[config.mk]
export PLATFORM = sky130hd
export DESIGN_NAME = clock_divider_multi
export DESIGN_NICKNAME = d
export VERILOG_FILES = /design/src/rtl/clkdiv_pkg.sv /design/src/rtl/clkdiv_channel.sv /design/src/rtl/clock_divider_multi.sv
export SDC_FILE = /design/constraint.sdc
export NUM_CORES = 1
export LEC_CHECK = 0
export CAP_MARGIN = 20
export CORE_MARGIN = 2
export CORE_UTILIZATION = 45
export DETAILED_ROUTE_END_ITERATION = 12
export GPL_TIMING_DRIVEN = 0
export PLACE_DENSITY_LB_ADDON = 0.05
export SLEW_MARGIN = 20
export SYNTH_ARGS = -nofsm -noshare
export SYNTH_HDL_FRONTEND = slang
export SYNTH_SLANG_ARGS = --single-unit
[constraint.sdc]
create_clock -name i_clk -period 7.4 [get_ports i_clk]
set_input_delay 1.48 -clock i_clk [delete_from_list [all_inputs] [get_ports i_clk]]
set_output_delay 1.48 -clock i_clk [all_outputs]
set_load 0.01 [all_outputs]
[src/rtl/clkdiv_pkg.sv]
// clkdiv_pkg: shared widths, defaults and the divide-value rule for the multi-channel clock divider.
package clkdiv_pkg;

    localparam int CLKDIV_CNT_W       = 32;
    localparam int CLKDIV_DIV_DEFAULT = 50_000;

    typedef logic [CLKDIV_CNT_W-1:0] cnt_t;

    // A programmed half-period of zero behaves like one: tick every cycle.
    function automatic cnt_t div_eff(input cnt_t div);
        return (div == '0) ? cnt_t'(1) : div;
    endfunction

endpackage

[src/rtl/clkdiv_channel.sv]
// clkdiv_channel: one programmable divider channel (counter, active/pending divide, tick, square wave).
// Optional phase-align strobe enabled by defining CLKDIV_SYNC_EN; CNT_W must not exceed the package width.
module clkdiv_channel #(
    parameter int CNT_W       = clkdiv_pkg::CLKDIV_CNT_W,
    parameter int DIV_DEFAULT = clkdiv_pkg::CLKDIV_DIV_DEFAULT
) (
    input  logic             i_clk,
    input  logic             i_reset_n,
    input  logic             i_en,
    input  logic             i_load,
    input  logic [CNT_W-1:0] i_load_div,
    input  logic             i_sync,
    output logic             o_tick,
    output logic             o_clk
);
    import clkdiv_pkg::*;

    logic [CNT_W-1:0] cnt_q, cnt_d, div_q, div_d, pend_q, pend_d, lim;
    logic             pend_vld_q, pend_vld_d, tick_q, tick_d, clk_q, clk_d, tc;

    assign lim    = CNT_W'(div_eff(cnt_t'(div_q))) - CNT_W'(1);
    assign tc     = i_en && (cnt_q == lim);
    assign o_tick = tick_q;
    assign o_clk  = clk_q;

`ifndef CLKDIV_SYNC_EN
    logic unused_sync;
    assign unused_sync = i_sync;
`endif

    // Next state: count/terminal, load into pending or bypass at terminal, apply pending when idle.
    always_comb begin
        cnt_d      = cnt_q;
        div_d      = div_q;
        pend_d     = pend_q;
        pend_vld_d = pend_vld_q;
        tick_d     = 1'b0;
        clk_d      = clk_q;
        if (i_en) begin
            cnt_d  = tc ? '0 : cnt_q + CNT_W'(1);
            tick_d = tc;
            clk_d  = clk_q ^ tc;
            if (tc && (i_load || pend_vld_q)) begin
                div_d      = i_load ? i_load_div : pend_q;
                pend_vld_d = 1'b0;
            end else if (i_load) begin
                pend_d     = i_load_div;
                pend_vld_d = 1'b1;
            end
        end else begin
            if (pend_vld_q) begin
                div_d      = pend_q;
                pend_vld_d = 1'b0;
                cnt_d      = '0;
            end
            if (i_load) begin
                pend_d     = i_load_div;
                pend_vld_d = 1'b1;
            end
        end
`ifdef CLKDIV_SYNC_EN
        if (i_sync) begin
            cnt_d      = '0;
            clk_d      = 1'b0;
            tick_d     = 1'b0;
            div_d      = div_q;
            pend_d     = i_load ? i_load_div : pend_q;
            pend_vld_d = pend_vld_q | i_load;
        end
`endif
    end

    // Channel state registers, cleared asynchronously.
    always_ff @(posedge i_clk or negedge i_reset_n) begin
        if (!i_reset_n) begin
            cnt_q      <= '0;
            div_q      <= CNT_W'(DIV_DEFAULT);
            pend_q     <= CNT_W'(DIV_DEFAULT);
            pend_vld_q <= 1'b0;
            tick_q     <= 1'b0;
            clk_q      <= 1'b0;
        end else begin
            cnt_q      <= cnt_d;
            div_q      <= div_d;
            pend_q     <= pend_d;
            pend_vld_q <= pend_vld_d;
            tick_q     <= tick_d;
            clk_q      <= clk_d;
        end
    end

endmodule

[src/rtl/clock_divider_multi.sv]
// clock_divider_multi: N_CH runtime-programmable clock dividers with tick and 50%-duty outputs.
// Phase-align strobe i_sync is honoured only when CLKDIV_SYNC_EN is defined.
module clock_divider_multi #(
    parameter  int N_CH        = 4,
    parameter  int CNT_W       = clkdiv_pkg::CLKDIV_CNT_W,
    parameter  int DIV_DEFAULT = clkdiv_pkg::CLKDIV_DIV_DEFAULT,
    localparam int CH_W        = (N_CH > 1) ? $clog2(N_CH) : 1
) (
    input  logic             i_clk,
    input  logic             i_reset_n,
    input  logic [N_CH-1:0]  i_en,
    input  logic             i_load,
    input  logic [CH_W-1:0]  i_load_ch,
    input  logic [CNT_W-1:0] i_load_div,
    input  logic             i_sync,
    output logic             o_load_ack,
    output logic [N_CH-1:0]  o_tick,
    output logic [N_CH-1:0]  o_clk
);

    logic load_ok, load_ack_q, load_ack_d;

    assign load_ok    = i_load && (int'(i_load_ch) < N_CH);
    assign load_ack_d = load_ok;
    assign o_load_ack = load_ack_q;

    for (genvar c = 0; c < N_CH; c++) begin : g_ch
        clkdiv_channel #(
            .CNT_W       (CNT_W),
            .DIV_DEFAULT (DIV_DEFAULT)
        ) u_ch (
            .i_clk      (i_clk),
            .i_reset_n  (i_reset_n),
            .i_en       (i_en[c]),
            .i_load     (load_ok && (i_load_ch == CH_W'(c))),
            .i_load_div (i_load_div),
            .i_sync     (i_sync),
            .o_tick     (o_tick[c]),
            .o_clk      (o_clk[c])
        );
    end

    // Acknowledge an in-range load one cycle after it is taken.
    always_ff @(posedge i_clk or negedge i_reset_n) begin
        if (!i_reset_n) load_ack_q <= 1'b0;
        else            load_ack_q <= load_ack_d;
    end

endmodule

==> results of run 1 <==
-- per-layer routing --
metal | vias up | global-route usage | wire, um
met5 | - | 0 | 0
met4 | 0 | 0.0872 | 2220
met3 | 121 | 0.0322 | 2700
met2 | 444 | 0.423 | 33400
met1 | 10100 | 0.363 | 34400
li1 | 9875 | - | -
-- report_power, final --
part	switching (uW)	internal, uW	leakage (uW)
logic	1070	831	0.00490
clock network	935	1300	0.000729
registers	370	2560	0.00489
-- registers in the layout, summed over array words and instances, names as in the netlist --
| signal | flops |
|---|---|
| g_ch.u_ch.div_q | 128 |
| g_ch.u_ch.pend_q | 128 |
| g_ch.u_ch.pend_vld_q | 4 |
| g_ch.u_ch.o_tick | 4 |
| o_load_ack | 1 |
| g_ch.u_ch.cnt_q | 128 |
| g_ch.u_ch.o_clk | 4 |
-- final cells by class --
class,instances,share of cell area
Buffer,193,0.0322
Sequential cell,397,0.369
Clock inverter,15,0.00406
Inverter,40,0.00554
Multi-Input combinational cell,1930,0.486
Clock buffer,67,0.0498
Timing Repair Buffer,53,0.0223
Tap cell,688,0.0317
-- final timing paths --
check / startpoint / slack (ns) / end / depth (start not counted)
min in group asynchronous: i_reset_n / 0.77 / g_ch[0].u_ch.cnt_q[3] / 1
worst min-delay path: g_ch[2].u_ch.o_clk / 0.47 / g_ch[2].u_ch.o_clk / 1
max in group asynchronous: i_reset_n / 5.36 / g_ch[1].u_ch.div_q[4] / 3
worst max register to register: g_ch[1].u_ch.div_q[25] / 0.66 / g_ch[1].u_ch.div_q[11] / 16
worst max-delay path: g_ch[1].u_ch.div_q[25] / 0.66 / g_ch[1].u_ch.div_q[11] / 16
worst min register to register: g_ch[2].u_ch.o_clk / 0.47 / g_ch[2].u_ch.o_clk / 1
-- placed cells by master (no fill, tap or decap), drive strengths merged, types with 32 or more instances in the layout --
cell type      count
a21oi             83
a221o             32
a22oi             68
a2bb2oi           33
buf               58
clkbuf           207
clkdlybuf4s50     48
dfrtp            349
dfstp             48
inv               39
mux2             131
nand2            250
nand3            126
nand4             45
nor2             146
nor3              99
nor4              58
o21ai             70
o22ai             48
o2bb2ai           67
or3               41
or4               42
xnor2            112
xor2              72
-- stage by stage --
stage	hold WS (ns)	util	setup TNS, ns	instance area [um2]	total power, uW
final	0.467	0.513	0	27100	7060
after CTS	0.472	0.513	0	27100	7120
after floorplan	0.443	-	0	24200	4250
after detailed placement	0.461	0.485	0	25700	4840
after global routing	0.487	0.513	0	27100	7470
after global placement	0.456	0.483	-4765.21	25500	4800
-- worst max-delay path, cell delays in order, from the launching register on --
cell and delay, ns:
dfrtp_1 0.46, or4_1 0.62, or4_1 0.63, nor3_1 0.79, nor2_1 0.10, ha_1 0.23, buf_1 0.23, inv_1 0.20
nor3_1 0.08, o31ai_1 0.45, o2111ai_1 0.23, or4_1 0.47, or4_1 0.52, o21ai_1 0.58, clkbuf_1 0.59, buf_2 0.34
a2bb2oi_1 0.10
-- cell families after synthesis --
family                   share of synthesized area
AO/OA/AOI/OAI                                0.198
flip-flops                                   0.413
buffers and inverters                       0.0424
XOR/XNOR                                    0.0676
adder cells (fa/ha/maj)                    0.00414
AND/OR/NAND/NOR                              0.209
multiplexers                                0.0660
==> summary.md, run 1 <==
| Metric | Value |
|---|---|
| Vias in the first global route | 20,000 |
| Share of cells above drive strength 1 | 0.126 |
| Post-synth EDFFs | 0 |
| Tmin final | 6.74 ns |
| Drt wl/cell | 21.5 um |
| Hold Path Class | reg -> reg |
| Top_reg_cell synth | dfrtp_1 |
| Top-area cell type share of the netlist area | 0.361 |
| Tcrit/Tclk final | 0.911 |
| Async SR Flop Fraction | 1.00 |
| Io pins | 51 |
| Horiz. Die Dim | 236 um |
| Congestion Overflow GR | 0 |
| 1st-iter DRT viols | 1,366 |
| Clock slew at reported path FFs | 0.06 ns |
| CP startpoint kind | flop |
| GP Congestion | 0.926 |
| Drt pass-1 iters | 5 |
| Final cell count without fillers | 3,383 |
| Final WS setup | 0.657 ns |
| Total track usage | 0.261 |
| Commonest cells in the netlist | dfrtp_1 (349), nand2_1 (250), nor2_1 (146), clkbuf_1 (140), nand3_1 (126) |
| Post-DR vias/cell | 6.07 |
| Fin. max-slew vios | 0 |
| H-Tree Level Count | 2 |
| DPL Wire Length | 53,800 um |
| Clock latency on the worst-skew pair | 0.59 ns |
| Netlist cell types | 87 |
| Syn avg cell area | 9.44 um2 |
| DP Worst Slack | 0.746 ns |
| RSZ-0062 raised after global routing | false |
| Max cap viols | 0 |
| Area occupied by multi-input gates | 13,200 um2 |
| Largest net degree at the start of global routing | 101 |
| Most area-hungry cell type in the Yosys netlist | dfrtp_1 |
| Count leader, synth | dfrtp_1 |
| Clock buffer depth | 3 |
| Relative slew slack | 0.309 |
| Crit path capture type | flop |
| #FFs+latches synth | 397 |
| Antenna-violating nets left | 0 |
| Post-layout nets | 2,711 |
| Post-Synthesis Cells | 2,560 |
| Register area | 9990 um2 |
| Top cells by area, synth | dfrtp_1 (36%), dfstp_2 (5.2%), mux2_2 (4.7%) |
| Clock sink count | 397 |
| Worst EP required | 7.86 ns |
| Yosys warns | 0 |
| PwrDens | 260 nW/um2 |
| Cell count after placement | 3,301 |
| Core ar. | 52,900 um2 |
| Fillers | 4,946 |
| Std cell rows | 84 |
| Crit-path max FO | 10 |
| Area Overhead vs Synth | 12.2% |
| Crit Path Class | reg -> reg |
| Worst-margin pin slew | 1.03 ns |
| CTS buffer count | 46 |
| Antenna fix cells | 0 |
| Die Span Y | 236 um |
| Initial antenna violation count | 0 |
| Peak supply drop | 177 uV |
| Routed WL | 72,700 um |
| Die footprint | 55,600 um2 |
| Final Hold Fails | 0 |
| Outcome | complete, no violations |
| TritonCTS clock tree | built |
| Remaining DRCs | 0 |
| Port buffer count | 49 |
| Syn Std Cell Area | 24,200 um2 |
| Post-CTS setup buffers | 0 |
| First-pass GRT wire length | 115,000 um |
| Crit path DAT | 7.21 ns |
| Fmax | 148 MHz |
| CTS Root Cell | clkbuf_16 |
| Post-CTS Resized | 0 |
| Register area share after synthesis | 0.413 |
| Cts hold-fix bufs | 0 |
| Clock skew | 0.0142 ns |
| Setup Viol. Count Final | 0 |
| Leakage | 0.0105 uW |
| Via count | 20,500 |
| Post-synth net total | 2,610 |
| Initial core utilization | 0.457 |
Power figures use the tool's default switching activity.
==> run 2, diff against run 1 <==
- GPL_ROUTABILITY_DRIVEN: unset -> 0
==> run 2 against run 1 <==
Via count grew 1.8%; clock power rose by 7%; cell count grew 0.12%; design area up 0.48%; worst hold slack gained 0.0024 ns; clock-buffer cell count is 5 higher; clock skew fell by 0.0013 ns; combinational power about the same; first-iteration DRC count is 15% higher; critical path depth did not move.
==> summary.md, run 2 (synthesized netlist as in run 1, its figures left out) <==
| Metric | Value |
|---|---|
| Initial antenna violation count | 0 (unchanged) |
| TNS Setup | 0 ns (unchanged) |
| CP startpoint kind | flop |
| Crit Path Class | reg -> reg |
| Crit-path max FO | 10 (unchanged) |
| Most frequent cells in the layout | dfrtp_1 (349), nand2_1 (250), clkbuf_1 (151) |
| Die footprint | 55,600 um2 (unchanged) |
| Vias in the first global route | 20,300 (+1.7%) |
| Hold Path Class | reg -> reg |
| Port buffer count | 49 (unchanged) |
| Final cell count without fillers | 3,387 (+0.12%) |
| DPL Wire Length | 52,100 um (-3.2%) |
| Area Overhead vs Synth | 12.7% |
| Largest net degree at the start of global routing | 90 (-11%) |
| Final WS setup | 0.723 ns (+0.0659 ns) |
| TritonCTS clock tree | built |
| Post-DR vias/cell | 6.17 (+1.7%) |
| Tcrit/Tclk final | 0.902 (-0.00891) |
| Drt wl/cell | 21.1 um (-1.8%) |
| Drt pass-1 iters | 5 (unchanged) |
| Congestion Overflow GR | 0 (unchanged) |
| Initial core utilization | 0.457 (unchanged) |
| Std cell rows | 84 (unchanged) |
| Leakage | 0.0106 uW (+0.47%) |
| Horiz. Die Dim | 236 um (unchanged) |
| Via count | 20,900 (+1.8%) |
| Fmax | 150 MHz (+0.99%) |
| First-pass GRT wire length | 114,000 um (-0.95%) |
| Die Span Y | 236 um (unchanged) |
| Hold WS | 0.469 ns (+0.00242 ns) |
| Clock slew at reported path FFs | 0.06 ns (about the same) |
| Antenna-violating nets left | 0 (unchanged) |
| Clock buffer depth | 3 (unchanged) |
| Peak supply drop | 166 uV (-6.1%) |
| Relative slew slack | 0.319 (+0.00993) |
| Fin util | 0.515 (+0.00246) |
| Cell count after placement | 3,301 (unchanged) |
| Total track usage | 0.255 (-0.00625) |
| Setup Viol. Count Final | 0 (unchanged) |
| Remaining DRCs | 0 (unchanged) |
| Io pins | 51 (unchanged) |
| 1st-iter DRT viols | 1,575 (+15%) |
| Outcome | complete, no violations |
| Clock skew | 0.0128 ns (-0.00134 ns) |
| Share of cells above drive strength 1 | 0.127 (+0.00130) |
| CTS Root Cell | clkbuf_16 |
| Cts hold-fix bufs | 0 (unchanged) |
| Post-CTS setup buffers | 0 (unchanged) |
| Max cap viols | 0 (unchanged) |
| Tmin final | 6.68 ns (-0.0659 ns) |
| Post-layout nets | 2,711 (unchanged) |
| Fin. max-slew vios | 0 (unchanged) |
| Final Hold Fails | 0 (unchanged) |
| Commonest non-fill, non-tap cell in the layout | dfrtp_1 |
| CTS buffer count | 46 (unchanged) |
| Crit path DAT | 7.13 ns (-0.08 ns) |
| H-Tree Level Count | 2 (unchanged) |
| Worst-margin pin slew | 1.01 ns (-0.0148 ns) |
| Antenna fix cells | 0 (unchanged) |
| Worst EP required | 7.86 ns (about the same) |
| Clock sink count | 397 (unchanged) |
| Clock latency on the worst-skew pair | 0.59 ns (about the same) |
| PwrDens | 265 nW/um2 (+1.7%) |
| Top Registers | g_ch.u_ch.cnt_q (128), g_ch.u_ch.div_q (128), g_ch.u_ch.pend_q (128) |
| DP Worst Slack | 0.893 ns (+0.146 ns) |
| Crit path capture type | flop |
| Routed WL | 71,500 um (-1.7%) |
| Post-CTS Resized | 0 (unchanged) |
| Core ar. | 52,900 um2 (unchanged) |
| RSZ-0062 raised after global routing | false |
run 2: cell count changes in the layout (fill, tap and decap cells not counted), moves of 2 or more:
cell	before	now
clkinv_2	11	8
clkinvlp_4	1	3
bufinv_16	1	3
clkbuf_16	47	49
clkbuf_8	10	12
run 2: power breakdown:
group	total (uW)	switching [uW]	internal, uW
clock network	2390	958	1430
logic	1890	1060	832
registers	2930	373	2560
total	7210	2390	4820
run 2: per-stage QoR:
stage | total power [uW] | instance area [um2]
after global placement | 4760 | 25500
final | 7210 | 27200
after global routing | 7590 | 27200
after floorplan | 4250 | 24200
after detailed placement | 4820 | 25700
after CTS | 7250 | 27200
run 2: layout make-up:
cell class,instances,area (um2)
multi-input cells,1930,13200
plain buffers,193,875
well taps,688,861
inverters,40,150
clock buffers,72,1430
flip-flops and latches,397,9990
clock inverters,14,153
repair buffers,53,606
fillers,4833,25600
run 2: critical path: stages (launching register included):
cell and delay, ns:
dfrtp_1 0.46, or4_1 0.63, or4_1 0.65, nor3_1 0.81, nor2_1 0.09, ha_1 0.23, buf_1 0.23, inv_1 0.18
nor3_1 0.08, o31ai_1 0.43, o2111ai_1 0.22, or4_1 0.45, or4_1 0.51, o21ai_1 0.57, clkbuf_1 0.56, buf_2 0.34
a2bb2oi_1 0.10
run 2: final timing paths:
| kind | startpoint | to | slack [ns] | depth (start not counted) |
|---|---|---|---|---|
| setup / recovery | g_ch[1].u_ch.div_q[25] | g_ch[1].u_ch.div_q[11] | 0.72 | 16 |
| hold / removal | g_ch[3].u_ch.o_clk | g_ch[3].u_ch.o_clk | 0.47 | 1 |
| setup reg to reg | g_ch[1].u_ch.div_q[25] | g_ch[1].u_ch.div_q[11] | 0.72 | 16 |
| hold reg to reg | g_ch[3].u_ch.o_clk | g_ch[3].u_ch.o_clk | 0.47 | 1 |
| max in group asynchronous | i_reset_n | g_ch[1].u_ch.div_q[14] | 4.49 | 5 |
| min in group asynchronous | i_reset_n | g_ch[0].u_ch.cnt_q[2] | 0.84 | 1 |
run 2: per-layer routing:
metal	wire length (um)	track usage	share of wire
met1	33200	0.354	0.46
met2	33000	0.414	0.46
met4	2350	0.0923	0.033
met3	2960	0.0254	0.041
met5	0	0	0
